### config.mk
export PLATFORM = sky130hd
export DESIGN_NAME = riscv_pipe_ctrl_flat
export DESIGN_NICKNAME = d
export VERILOG_FILES = /design/src/rtl/riscv_pkg.sv /design/src/rtl/riscv_pipe_ctrl_if.sv /design/src/rtl/riscv_fwd_match.sv /design/src/rtl/riscv_pipe_ctrl.sv /design/src/flat_wrapper.sv
export SDC_FILE = /design/constraint.sdc
export NUM_CORES = 1
export LEC_CHECK = 0
export ABC_CLOCK_PERIOD_IN_PS = 4370
export CAP_MARGIN = 10
export CORE_MARGIN = 1
export CORE_UTILIZATION = 55
export CTS_CLUSTER_DIAMETER = 30
export DETAILED_ROUTE_END_ITERATION = 8
export HOLD_SLACK_MARGIN = 0.03
export PLACE_DENSITY_LB_ADDON = 0.2
export SETUP_SLACK_MARGIN = 0.1
export SYNTH_ARGS = -nofsm -noshare
export SYNTH_HDL_FRONTEND = slang
export SYNTH_HIERARCHICAL = 1
export SYNTH_SLANG_ARGS = --single-unit
export TNS_END_PERCENT = 20
### constraint.sdc
create_clock -name clk -period 4.37 [get_ports clk]
set_input_delay 0.874 -clock clk [delete_from_list [all_inputs] [get_ports clk]]
set_output_delay 0.874 -clock clk [all_outputs]
set_load 0.02 [all_outputs]
### src/rtl/riscv_pkg.sv
// Shared types for the RV64I pipeline control slice: in-flight table entry,
// control FSM states and forwarding-select encoding.
package riscv_pkg;

    // Widest register address an entry can hold; narrower addresses are zero-extended.
    localparam int RF_ADDR_MAX = 8;
    localparam int FWD_RF      = 0;

    typedef struct packed {
        logic                   valid;
        logic [RF_ADDR_MAX-1:0] rd;
        logic                   wr;
        logic                   ld;
    } pipe_entry_t;

    typedef enum logic [0:0] {
        RUN    = 1'b0,
        SQUASH = 1'b1
    } ctrl_state_e;

    localparam pipe_entry_t ENTRY_NONE = pipe_entry_t'({$bits(pipe_entry_t){1'b0}});

    // A write to x0 is architecturally invisible, so it never forwards.
    function automatic pipe_entry_t make_entry(input logic [RF_ADDR_MAX-1:0] rd,
                                               input logic wr, input logic ld);
        pipe_entry_t e;
        e.valid = 1'b1;
        e.rd    = rd;
        e.wr    = wr & (rd != {RF_ADDR_MAX{1'b0}});
        e.ld    = ld;
        return e;
    endfunction

endpackage

### src/rtl/riscv_pipe_ctrl_if.sv
// ID-stage / pipeline-control signal bundle; master is the ID side, slave the control block.
interface riscv_pipe_ctrl_if #(
    parameter int RF_ADDR_WIDTH = 5,
    parameter int NUM_RD_PORTS  = 2,
    parameter int FWD_STAGES    = 3,
    parameter int CNT_WIDTH     = 32
);
    localparam int SEL_W = $clog2(FWD_STAGES + 1);

    logic                                   id_valid;
    logic [NUM_RD_PORTS*RF_ADDR_WIDTH-1:0]  id_rs_addr;
    logic [NUM_RD_PORTS-1:0]                id_rs_used;
    logic [RF_ADDR_WIDTH-1:0]               id_rd_addr;
    logic                                   id_reg_write;
    logic                                   id_mem_read;
    logic                                   ex_redirect;
    logic                                   mem_stall;
    logic                                   id_ready;
    logic                                   issue;
    logic                                   stall_if;
    logic                                   bubble_ex;
    logic                                   flush_id;
    logic [NUM_RD_PORTS*SEL_W-1:0]          fwd_sel;
    logic [CNT_WIDTH-1:0]                   stall_cnt;

    modport master (
        output id_valid, id_rs_addr, id_rs_used, id_rd_addr, id_reg_write, id_mem_read,
               ex_redirect, mem_stall,
        input  id_ready, issue, stall_if, bubble_ex, flush_id, fwd_sel, stall_cnt
    );

    modport slave (
        input  id_valid, id_rs_addr, id_rs_used, id_rd_addr, id_reg_write, id_mem_read,
               ex_redirect, mem_stall,
        output id_ready, issue, stall_if, bubble_ex, flush_id, fwd_sel, stall_cnt
    );

endinterface

### src/rtl/riscv_fwd_match.sv
// Youngest-match search of one source register against the in-flight table.
module riscv_fwd_match
    import riscv_pkg::*;
#(
    parameter int RF_ADDR_WIDTH = 5,
    parameter int FWD_STAGES    = 3,
    localparam int IDX_W        = (FWD_STAGES > 1) ? $clog2(FWD_STAGES) : 1
) (
    input  logic [RF_ADDR_WIDTH-1:0] rs,
    input  pipe_entry_t              tbl [FWD_STAGES],
    output logic                     hit,
    output logic [IDX_W-1:0]         idx,
    output logic                     is_ld
);

    logic match_s;

    // Scan oldest to youngest so the lowest matching index is what remains.
    always_comb begin
        hit     = 1'b0;
        idx     = {IDX_W{1'b0}};
        is_ld   = 1'b0;
        match_s = 1'b0;
        for (int i = FWD_STAGES - 1; i >= 0; i--) begin
            match_s = (rs != {RF_ADDR_WIDTH{1'b0}}) && tbl[i].valid && tbl[i].wr &&
                      (tbl[i].rd == RF_ADDR_MAX'(rs));
            hit     = match_s ? 1'b1        : hit;
            idx     = match_s ? IDX_W'(i)   : idx;
            is_ld   = match_s ? tbl[i].ld   : is_ld;
        end
    end

endmodule

### src/rtl/riscv_pipe_ctrl.sv
// Pipeline control: in-flight write tracking, forwarding selects, load-use
// stalls, redirect squashing and memory-stall freeze.
module riscv_pipe_ctrl
    import riscv_pkg::*;
#(
    parameter int RF_ADDR_WIDTH    = 5,
    parameter int NUM_RD_PORTS     = 2,
    parameter int FWD_STAGES       = 3,
    parameter int LOAD_LAT         = 1,
    parameter int REDIRECT_BUBBLES = 1,
    parameter int CNT_WIDTH        = 32
) (
    input  logic              clk,
    input  logic              sft_rst,
    riscv_pipe_ctrl_if.slave  ctl
);

    localparam int SEL_W = $clog2(FWD_STAGES + 1);
    localparam int IDX_W = (FWD_STAGES > 1) ? $clog2(FWD_STAGES) : 1;
    localparam int SQ_W  = (REDIRECT_BUBBLES > 1) ? $clog2(REDIRECT_BUBBLES + 1) : 1;

    pipe_entry_t              tbl_r [FWD_STAGES];
    ctrl_state_e              state_r, state_nx_s;
    logic [SQ_W-1:0]          sq_cnt_r, sq_cnt_nx_s;
    logic [CNT_WIDTH-1:0]     stall_cnt_r;
    logic [NUM_RD_PORTS-1:0]  hit_s, ld_s, luse_vec_s;
    logic [IDX_W-1:0]         idx_s [NUM_RD_PORTS];
    logic [NUM_RD_PORTS*SEL_W-1:0] fwd_sel_s;
    logic                     luse_s, issue_s, ready_s, stall_if_s, bubble_s, flush_s, cnt_inc_s;
    pipe_entry_t              new_entry_s;

    for (genvar p = 0; p < NUM_RD_PORTS; p++) begin : g_port
        riscv_fwd_match #(
            .RF_ADDR_WIDTH (RF_ADDR_WIDTH),
            .FWD_STAGES    (FWD_STAGES)
        ) u_match (
            .rs    (ctl.id_rs_addr[p*RF_ADDR_WIDTH +: RF_ADDR_WIDTH]),
            .tbl   (tbl_r),
            .hit   (hit_s[p]),
            .idx   (idx_s[p]),
            .is_ld (ld_s[p])
        );
    end

    // Per-port forwarding select and load-use detection.
    always_comb begin
        fwd_sel_s  = {(NUM_RD_PORTS*SEL_W){1'b0}};
        luse_vec_s = {NUM_RD_PORTS{1'b0}};
        for (int p = 0; p < NUM_RD_PORTS; p++) begin
            fwd_sel_s[p*SEL_W +: SEL_W] = hit_s[p] ? (SEL_W'(idx_s[p]) + SEL_W'(1)) : SEL_W'(FWD_RF);
            luse_vec_s[p] = ctl.id_valid & ctl.id_rs_used[p] & hit_s[p] & ld_s[p] &
                            (int'(idx_s[p]) < LOAD_LAT);
        end
        luse_s = |luse_vec_s;
    end

    // Next state and handshake outputs; a frozen pipeline overrides everything.
    always_comb begin
        state_nx_s = state_r;
        sq_cnt_nx_s = sq_cnt_r;
        issue_s    = 1'b0;
        ready_s    = 1'b0;
        stall_if_s = 1'b0;
        bubble_s   = 1'b0;
        flush_s    = 1'b0;
        cnt_inc_s  = 1'b0;
        if (ctl.mem_stall) begin
            stall_if_s = 1'b1;
        end else begin
            case (state_r)
                RUN: begin
                    if (ctl.ex_redirect) begin
                        flush_s  = 1'b1;
                        bubble_s = 1'b1;
                        if (REDIRECT_BUBBLES > 1) begin
                            state_nx_s  = SQUASH;
                            sq_cnt_nx_s = SQ_W'(REDIRECT_BUBBLES - 1);
                        end else begin
                            state_nx_s  = RUN;
                        end
                    end else if (luse_s) begin
                        stall_if_s = 1'b1;
                        bubble_s   = 1'b1;
                        cnt_inc_s  = 1'b1;
                    end else begin
                        ready_s = 1'b1;
                        issue_s = ctl.id_valid;
                    end
                end
                SQUASH: begin
                    flush_s  = 1'b1;
                    bubble_s = 1'b1;
                    if (sq_cnt_r <= SQ_W'(1)) begin
                        state_nx_s  = RUN;
                        sq_cnt_nx_s = {SQ_W{1'b0}};
                    end else begin
                        sq_cnt_nx_s = sq_cnt_r - SQ_W'(1);
                    end
                end
                default: begin
                    state_nx_s  = RUN;
                    sq_cnt_nx_s = {SQ_W{1'b0}};
                end
            endcase
        end
        new_entry_s = issue_s ? make_entry(RF_ADDR_MAX'(ctl.id_rd_addr), ctl.id_reg_write,
                                           ctl.id_mem_read) : ENTRY_NONE;
    end

    // Table shift, FSM and stall counter; all hold while memory stalls.
    always_ff @(posedge clk) begin
        if (sft_rst) begin
            state_r     <= RUN;
            sq_cnt_r    <= {SQ_W{1'b0}};
            stall_cnt_r <= {CNT_WIDTH{1'b0}};
            for (int i = 0; i < FWD_STAGES; i++) tbl_r[i] <= ENTRY_NONE;
        end else if (!ctl.mem_stall) begin
            state_r  <= state_nx_s;
            sq_cnt_r <= sq_cnt_nx_s;
            if (cnt_inc_s && (stall_cnt_r != {CNT_WIDTH{1'b1}})) begin
                stall_cnt_r <= stall_cnt_r + CNT_WIDTH'(1);
            end
            tbl_r[0] <= new_entry_s;
            for (int i = 1; i < FWD_STAGES; i++) tbl_r[i] <= tbl_r[i-1];
        end
    end

    assign ctl.fwd_sel   = fwd_sel_s;
    assign ctl.issue     = issue_s;
    assign ctl.id_ready  = ready_s;
    assign ctl.stall_if  = stall_if_s;
    assign ctl.bubble_ex = bubble_s;
    assign ctl.flush_id  = flush_s;
    assign ctl.stall_cnt = stall_cnt_r;

endmodule

### src/flat_wrapper.sv
// flat-port wrapper written by rule: the top's interface ports become plain ports
module riscv_pipe_ctrl_flat import riscv_pkg::*;
#(
    parameter int RF_ADDR_WIDTH    = 5,
    parameter int NUM_RD_PORTS     = 2,
    parameter int FWD_STAGES       = 3,
    parameter int LOAD_LAT         = 1,
    parameter int REDIRECT_BUBBLES = 1,
    parameter int CNT_WIDTH        = 32
)
  (clk, sft_rst, ctl_id_valid, ctl_id_rs_addr, ctl_id_rs_used, ctl_id_rd_addr, ctl_id_reg_write, ctl_id_mem_read, ctl_ex_redirect, ctl_mem_stall, ctl_id_ready, ctl_issue, ctl_stall_if, ctl_bubble_ex, ctl_flush_id, ctl_fwd_sel, ctl_stall_cnt);
  riscv_pipe_ctrl_if #(.RF_ADDR_WIDTH(RF_ADDR_WIDTH), .NUM_RD_PORTS(NUM_RD_PORTS), .FWD_STAGES(FWD_STAGES), .CNT_WIDTH(CNT_WIDTH)) ctl_i ();
  input  logic clk;
  input  logic sft_rst;
  input wire logic [$bits(ctl_i.id_valid)-1:0] ctl_id_valid;
  input wire logic [$bits(ctl_i.id_rs_addr)-1:0] ctl_id_rs_addr;
  input wire logic [$bits(ctl_i.id_rs_used)-1:0] ctl_id_rs_used;
  input wire logic [$bits(ctl_i.id_rd_addr)-1:0] ctl_id_rd_addr;
  input wire logic [$bits(ctl_i.id_reg_write)-1:0] ctl_id_reg_write;
  input wire logic [$bits(ctl_i.id_mem_read)-1:0] ctl_id_mem_read;
  input wire logic [$bits(ctl_i.ex_redirect)-1:0] ctl_ex_redirect;
  input wire logic [$bits(ctl_i.mem_stall)-1:0] ctl_mem_stall;
  output wire logic [$bits(ctl_i.id_ready)-1:0] ctl_id_ready;
  output wire logic [$bits(ctl_i.issue)-1:0] ctl_issue;
  output wire logic [$bits(ctl_i.stall_if)-1:0] ctl_stall_if;
  output wire logic [$bits(ctl_i.bubble_ex)-1:0] ctl_bubble_ex;
  output wire logic [$bits(ctl_i.flush_id)-1:0] ctl_flush_id;
  output wire logic [$bits(ctl_i.fwd_sel)-1:0] ctl_fwd_sel;
  output wire logic [$bits(ctl_i.stall_cnt)-1:0] ctl_stall_cnt;
  assign ctl_i.id_valid = ctl_id_valid;
  assign ctl_i.id_rs_addr = ctl_id_rs_addr;
  assign ctl_i.id_rs_used = ctl_id_rs_used;
  assign ctl_i.id_rd_addr = ctl_id_rd_addr;
  assign ctl_i.id_reg_write = ctl_id_reg_write;
  assign ctl_i.id_mem_read = ctl_id_mem_read;
  assign ctl_i.ex_redirect = ctl_ex_redirect;
  assign ctl_i.mem_stall = ctl_mem_stall;
  assign ctl_id_ready = ctl_i.id_ready;
  assign ctl_issue = ctl_i.issue;
  assign ctl_stall_if = ctl_i.stall_if;
  assign ctl_bubble_ex = ctl_i.bubble_ex;
  assign ctl_flush_id = ctl_i.flush_id;
  assign ctl_fwd_sel = ctl_i.fwd_sel;
  assign ctl_stall_cnt = ctl_i.stall_cnt;
  riscv_pipe_ctrl #(.RF_ADDR_WIDTH(RF_ADDR_WIDTH), .NUM_RD_PORTS(NUM_RD_PORTS), .FWD_STAGES(FWD_STAGES), .LOAD_LAT(LOAD_LAT), .REDIRECT_BUBBLES(REDIRECT_BUBBLES), .CNT_WIDTH(CNT_WIDTH)) u_core (.clk(clk), .sft_rst(sft_rst), .ctl(ctl_i));
endmodule
After elaboration in Yosys (flattened, before gate mapping)
Cells that the tools add are included.
{"block": "op_classes", "n_addsub": 4, "n_lt_le_gt_ge": 3, "eq_ne": 7, "n_mux": 43, "n_bitwise": 11, "n_reduce_logical": 25}
{"op": "8-bit by 5-bit == test with 1-bit output", "count": 6}
{"op": "32-bit by 1-bit adder with 32-bit output, second input constant", "count": 1}
{"op": "32-bit inequality test, second input constant", "count": 1}
{"op": "1-bit two-way mux", "count": 31}
{"op": "1-bit logical AND", "count": 19}
{"op": "2-bit two-way mux", "count": 8}
{"op": "5-bit nonzero test", "count": 3}
{"op": "11-bit two-way mux", "count": 1}
{"op": "1-bit bitwise AND", "count": 9}
{"op": "1-bit one-hot mux with 2 select lines", "count": 3}
{"op": "2-bit by 1-bit adder with 2-bit output, second input constant", "count": 2}
{"op": "2-bit by 1-bit < comparator with 1-bit output, second input constant", "count": 2}
{"op": "2-bit AND reduction", "count": 2}
{"op": "1-bit NOT", "count": 2}
{"op": "2-bit OR reduction", "count": 1}
{"op": "1-bit less-or-equal comparator, second input constant", "count": 1}
{"op": "1-bit subtractor, second input constant", "count": 1}
{"block": "word_totals", "reg_bits": 67, "inputBits": 24, "out_inout_bits": 41, "elab_cells": 108}

Logic depth before layout (Yosys ltp)
Gate-level depths: netlist of the first run.
{"block": "logic_depth", "depth_word": 17, "ltp_mapped": 14, "ltp_nobuf": 12}

Cells and area by module
The synthesis of the first run kept the hierarchy.
{"mod": "riscv_pipe_ctrl", "n_inst": 1, "cells_per_inst": 300, "area_each_um2": 2642.5, "seq_area_each_um2": 1121.1}
{"mod": "riscv_fwd_match", "n_inst": 2, "cells_per_inst": 45, "area_each_um2": 299.0, "seq_area_each_um2": 0.0}

Least setup slack after synthesis of the first run
Ideal clock, no wire load.
{"block": "synth_timing", "kind": "input -> output", "startpoint": "input ctl_id_rs_addr[4]", "endpoint": "output ctl_issue", "arrival_time_ns": 2.901, "required_ns": 3.496, "setup_slack_ns": 0.595, "path_stages": 9, "n_path_buf": 0, "path_cell_list": "xnor2_1 -> nand3_1 -> or4_4 -> nor2_1 -> inv_1 -> ha_1 -> nand4_1 -> nand2_1 -> a21oi_1"}
{"item": "from (decl)", "line": "flat_wrapper.sv:16", "source": "input wire logic [$bits(ctl_i.id_rs_addr)-1:0] ctl_id_rs_addr;"}
{"item": "to (decl)", "line": "flat_wrapper.sv:24", "source": "output wire logic [$bits(ctl_i.issue)-1:0] ctl_issue;"}

==> results.sh, run 1 <==
export IMPL_power_mw=0.917
export IMPL_cts_tree="yes"
export IMPL_overflow=0
export IMPL_cap_violations=0
export IMPL_synth_top_area_frac=0.346
export IMPL_power_clock_fraction=0.327
export IMPL_final_cell_count_no_fill=578
export IMPL_cts_clk_slew_worst_paths_ns=0.10
export IMPL_totalWireLength_um=8710
export IMPL_slew_viol_final=0
export IMPL_tightest_slew_ns=1.06
export IMPL_fin_util=0.786
export IMPL_drc=0
export IMPL_ios=65
export IMPL_fmax_mhz=237
export IMPL_insertedDiodeCount=0
export IMPL_crit_fanout=3
export IMPL_p_switching_mw=0.225
export IMPL_end_kind="output port"
export IMPL_ys_async_sr_fraction=0
export IMPL_grt_pass1_vias=3106
export IMPL_post_route_min_period_ns=4.21
export IMPL_fillers=418
export IMPL_drt_iter0_drc=234
export IMPL_slew_headroom=0.293
export IMPL_fp_row_count=27
export IMPL_die_h_um=78.8
export IMPL_io_buffers=64
export IMPL_chipWidth_um=78.8
export IMPL_yosysTopAreaCell="dfxtp_1"
export IMPL_synth_edff_count=0
export IMPL_nets=532
export IMPL_status="complete, no violations"
export IMPL_firstDrtPassIters=4
export IMPL_cts_max_path_buffers=2
export IMPL_synth_area_leaders="dfxtp_1, xnor2_1, mux2i_1"
export IMPL_crit_arrival_ns=3.34
export IMPL_syn_to_final_growth_pct=36.1
export IMPL_finalHoldViolCount=0
export IMPL_post_synth_top_count_cell="dfxtp_1"
export IMPL_clock_skew_ns=0.00577
export IMPL_synth_area_um2=3240
export IMPL_synth_distinct_cells=50
export IMPL_syn_inst=390
export IMPL_grt_pass1_wl_um=14200
export IMPL_start_kind="input port"
export IMPL_setup_viol=0
export IMPL_grt_usage=0.288
export IMPL_numCtsBuffers=5
export IMPL_worstHoldPathType="flip-flop to flip-flop"
export IMPL_h_tree_depth=2
export IMPL_ys_flop_type="dfxtp_1"
export IMPL_vias_per_cell=5.72
export IMPL_wl_per_cell_um=15.1
export IMPL_leakage_nw=1.66
export IMPL_synth_seq_cells=56
export IMPL_clk_latency_ns=0.31
export IMPL_switching_share=0.245
export IMPL_cts_setup_buffers=0
export IMPL_p_seq_frac=0.565
export IMPL_tns_ns=0
export IMPL_synth_avg_cell_area_um2=8.31
export IMPL_clock_sinks=56
export IMPL_crit_type="input port to output port"
export IMPL_crit_required_ns=3.50
export IMPL_initial_utilization=0.578
export IMPL_gp_congestion=0.945
export IMPL_power_frac_comb=0.109
export IMPL_period_share=0.964
export IMPL_ys_warnings_count=6
export IMPL_final_antenna_net_count=0
export IMPL_internal_power_mw=0.692
export IMPL_rsz0062_at_grt="yes"
export IMPL_dieArea_um2=6200
export IMPL_synth_seq_area_share=0.346
export IMPL_dp_cells=570
export IMPL_grt_max_degree=63
export IMPL_power_density_nw_per_um2=208
export IMPL_hold_buffers=0
export IMPL_dp_hpwl_um=6500
export IMPL_routed_via_count=3306
export IMPL_cts_root_buf="clkbuf_8"
export IMPL_antenna_found_initial=0
export IMPL_peakVddDrop_mv=0.178
export IMPL_core_area_um2=5610
export IMPL_drive_above_1_share=0.168
export IMPL_synthTopCellsByCount="dfxtp_1, nor2_1, nand2_1, a21oi_1"
-- power by group through the flow --
stage               sequential [mW]  combinational, mW  clock (mW)
floorplan                     0.528             0.0454           0
global placement              0.529             0.0962           0
detailed placement            0.529             0.0984           0
global route                  0.519              0.108       0.328
CTS                           0.518             0.0982       0.307
finish                        0.518             0.0997       0.299
-- final timing paths --
kind                            slack (ns)  cells past startpoint                    start                  endpoint
worst max-delay path                  0.16                     12        ctl_id_rs_addr[9]             ctl_bubble_ex
worst max register to register        0.97                     14         u_core/tbl_r[10]  u_core/ctl.stall_cnt[29]
worst min register to register        0.52                      2  u_core/ctl.stall_cnt[5]   u_core/ctl.stall_cnt[5]
worst min-delay path                  0.52                      2  u_core/ctl.stall_cnt[5]   u_core/ctl.stall_cnt[5]
-- metal layers --
| metal | up-vias | global-route usage | part of all wire |
|---|---|---|---|
| met2 | 98 | 0.503 | 0.50 |
| li1 | 1635 | - | - |
| met1 | 1560 | 0.364 | 0.44 |
| met4 | 0 | 0.0833 | 0.013 |
| met5 | - | 0 | 0 |
| met3 | 13 | 0.0460 | 0.047 |
-- critical path: stages --
cell and delay (ns):
clkdlybuf4s50_1 0.53, xnor2_1 0.14, nand3_1 0.12, or4_4 0.54, nor2_1 0.15, inv_1 0.06
ha_1 0.19, nand4_1 0.10, nand2_2 0.10, a21oi_2 0.18, nor2_1 0.06, clkdlybuf4s15_1 0.30
-- layout make-up --
| class | count | area (um^2) | area share |
|---|---|---|---|
| clock buffers | 6 | 82.6 | 0.0187 |
| clock inverters | 2 | 15.0 | 0.00340 |
| inverters | 10 | 37.5 | 0.00851 |
| multi-input cells | 327 | 2110 | 0.478 |
| flip-flops and latches | 56 | 1120 | 0.254 |
| well taps | 72 | 90.1 | 0.0204 |
| repair buffers | 105 | 956 | 0.217 |
-- cells in the final DEF (no fill, tap or decap), types with 4 or more instances in the layout --
| cell | count |
|---|---|
| a21oi_1 | 26 |
| a22oi_1 | 6 |
| and2_1 | 5 |
| buf_4 | 43 |
| clkbuf_8 | 6 |
| clkdlybuf4s50_1 | 51 |
| conb_1 | 18 |
| dfxtp_1 | 56 |
| dlymetal6s2s_1 | 7 |
| inv_1 | 10 |
| mux2i_1 | 18 |
| nand2_1 | 28 |
| nand3_1 | 21 |
| nand4_1 | 10 |
| nor2_1 | 48 |
| nor2b_1 | 9 |
| nor3_1 | 7 |
| nor4_1 | 4 |
| o21ai_0 | 14 |
| o31ai_1 | 10 |
| or3_2 | 6 |
| or4_1 | 14 |
| or4_4 | 4 |
| xnor2_1 | 21 |
| xor2_1 | 12 |
-- state kept, by name (all words and copies together) (netlist names) --
signal	count
u_core/ctl.stall_cnt	32
u_core/tbl_r	24
-- through the flow --
stage	setup slack [ns]	cell area, um^2	hold slack, ns
finish	0.159	4410	0.519
CTS	0.0669	4380	0.514
global placement	-0.257	4270	0.481
floorplan	0.595	3300	0.461
detailed placement	-0.360	4270	0.498
global route	0.0438	4410	0.542
-- timing repair --
| item | 4_1_cts | 5_1_grt |
|---|---|---|
| setup endpoints to repair | 6 | 8 |
| pin swaps | 0 | 3 |
| resized for setup | 13 | 17 |
-- cells by family (layout without fill, tap and decap cells) --
family | Yosys count | in the layout | synth area share
compound gates | 70 | 70 | 0.142
fa+ha+maj | 3 | 3 | 0.0116
xor+xnor | 33 | 33 | 0.0892
simple gates | 182 | 182 | 0.311
flops | 56 | 56 | 0.346
buf+inv | 24 | 123 | 0.0332
mux | 21 | 21 | 0.0660
other cells | 1 | 18 | 0.00116
Power figures use the tool's default switching activity.
==> run 2: changes to the inputs <==
- CORE_ASPECT_RATIO: unset -> 0.8
- CORE_UTILIZATION: 55 -> 40
- SKIP_CTS_REPAIR_TIMING: unset -> 1
==> run 2 against run 1 <==
Against the previous run:
- sequential share of layout area shrank 0.15 points
- sequential power is essentially flat
- clock power grew 13%
- global-route usage shrank 8.2 points
- worst hold slack lost 0.0068 ns
- routed wire length shrank 1.4%
- largest power group unchanged
- die area grew 37%
- critical endpoint is now ctl_id_ready
==> results.sh, run 2 (synthesis gave the netlist of run 1 again) <==
export IMPL_multi_input_area_um2=2120
export IMPL_crit_required_ns=3.50
export IMPL_status="complete, no violations"
export IMPL_grt_max_degree=63
export IMPL_tns_ns=0
export IMPL_cts_root_buf="clkbuf_8"
export IMPL_io_buffers=64
export IMPL_dp_cells=600
export IMPL_ios=65
export IMPL_path_cells="clkdlybuf4s50_1, buf_4, xor2_1, nor4_1, buf_4, nand3_1, nor3_1, inv_1, ha_1, nand4_1, nand2_2, a21oi_2, nor2b_1, buf_2"
export IMPL_holdCritStartpoint="u_core/ctl.stall_cnt[5]"
export IMPL_period_share=0.956
export IMPL_power_density_nw_per_um2=215
export IMPL_nets=529
export IMPL_hold_end="u_core/ctl.stall_cnt[5]"
export IMPL_cts_max_path_buffers=2
export IMPL_peakVddDrop_mv=0.119
export IMPL_slew_viol_final=0
export IMPL_end_kind="output port"
export IMPL_crit_fanout=3
export IMPL_final_antenna_net_count=0
export IMPL_fmax_mhz=239
export IMPL_final_cell_count_no_fill=608
export IMPL_numCtsBuffers=5
export IMPL_seq_area_um2=1120
export IMPL_drc=0
export IMPL_layout_commonest_cell="dfxtp_1"
export IMPL_dieArea_um2=8470
export IMPL_leakage_nw=1.65
export IMPL_core_area_um2=7600
export IMPL_insertedDiodeCount=0
export IMPL_gp_congestion=0.882
export IMPL_chipWidth_um=103
export IMPL_antenna_found_initial=0
export IMPL_grt_usage=0.206
export IMPL_cts_tree="yes"
export IMPL_cts_clk_slew_worst_paths_ns=0.10
export IMPL_r2r_end="u_core/ctl.stall_cnt[31]"
export IMPL_rsz0062_at_grt="yes"
export IMPL_crit_type="input port to output port"
export IMPL_r2r_slack_ns=0.90
export IMPL_post_route_min_period_ns=4.18
export IMPL_drive_above_1_share=0.163
export IMPL_h_tree_depth=2
export IMPL_totalWireLength_um=8580
export IMPL_wl_per_cell_um=14.1
export IMPL_cap_violations=0
export IMPL_syn_to_final_growth_pct=36.9
export IMPL_vias_per_cell=5.28
export IMPL_r2r_cells=14
export IMPL_die_h_um=82.5
export IMPL_setup_viol=0
export IMPL_worstReg2RegStart="u_core/tbl_r[10]"
export IMPL_firstDrtPassIters=5
export IMPL_crit_arrival_ns=3.30
export IMPL_drt_iter0_drc=116
export IMPL_worst_path_most_repeated_cell="buf_4"
export IMPL_clk_latency_ns=0.31
export IMPL_final_cell_mix="dfxtp_1, clkdlybuf4s50_1, nor2_1"
export IMPL_whs_ns=0.513
export IMPL_dp_hpwl_um=6400
export IMPL_finalHoldViolCount=0
export IMPL_fillers=709
export IMPL_tightest_slew_ns=1.10
export IMPL_critPathSlowestCell="clkdlybuf4s50_1"
export IMPL_overflow=0
export IMPL_grt_pass1_wl_um=13600
export IMPL_min_path_cells=2
export IMPL_fp_row_count=28
export IMPL_worstHoldPathType="flip-flop to flip-flop"
export IMPL_grt_pass1_vias=2861
export IMPL_max_stage_delay_ns=0.46
export IMPL_routed_via_count=3210
export IMPL_largest_register_ff_count=32
export IMPL_start_kind="input port"
export IMPL_clock_sinks=56
export IMPL_initial_utilization=0.426
export IMPL_slew_headroom=0.270
export IMPL_clock_skew_ns=0.00878
run 2: cell types whose count changed in the layout (fill, tap and decap cells not counted), moves of 2 or more:
cell	change
clkdlybuf4s50_1	+3
buf_2	+2
clkinvlp_4	-2
nor3_2	-2
buf_4	-5
run 2: stage by stage:
step	area (um^2)	utilization	setup slack, ns	power [mW]
after detailed placement	4290	0.564	-0.371	0.628
after global placement	4290	0.564	-0.278	0.626
final	4440	0.584	0.192	0.955
after floorplan	3300	-	0.595	0.573
after global routing	4440	0.584	0.0577	0.996
after CTS	4390	0.578	-0.373	0.964
run 2: area by class of cell:
| type | instances | area share |
|---|---|---|
| Clock buffer | 6 | 0.0164 |
| Multi-Input combinational cell | 327 | 0.477 |
| Sequential cell | 56 | 0.253 |
| Timing Repair Buffer | 102 | 0.208 |
| Tap cell | 105 | 0.0296 |
| Inverter | 10 | 0.00846 |
| Clock inverter | 2 | 0.00790 |
run 2: metal layers:
metal,vias up,wire (um),share of wire,GRT usage
met1,1496,4360,0.51,0.301
met5,-,0,0,0
met2,78,3780,0.44,0.319
li1,1634,-,-,-
met4,0,27,0.0031,0.0386
met3,2,410,0.048,0.0354
run 2: worst max path at each step:
stage | to | cells after the start | from
floorplan | ctl_issue | 9 | ctl_id_rs_addr[4]
global placement | ctl_id_ready | 12 | ctl_id_rs_addr[2]
detailed placement | ctl_id_ready | 12 | ctl_id_rs_addr[2]
CTS | ctl_id_ready | 12 | ctl_id_rs_addr[2]
global route | ctl_id_ready | 12 | ctl_id_rs_addr[4]
finish | ctl_id_ready | 14 | ctl_id_rs_addr[9]
run 2: report_power, final:
group	total (mW)	internal [mW]	leakage [nW]	switching, mW
logic	0.0986	0.0500	1.15	0.0486
registers	0.518	0.513	0.452	0.00458
clock network	0.339	0.171	0.0552	0.168
run 2: critical path, delay by kind of cell:
kind	cells	cell delay, ns
buf+inv	5	1.04
xor+xnor	1	0.15
fa+ha+maj	1	0.17
simple gates	6	0.90
compound gates	1	0.17
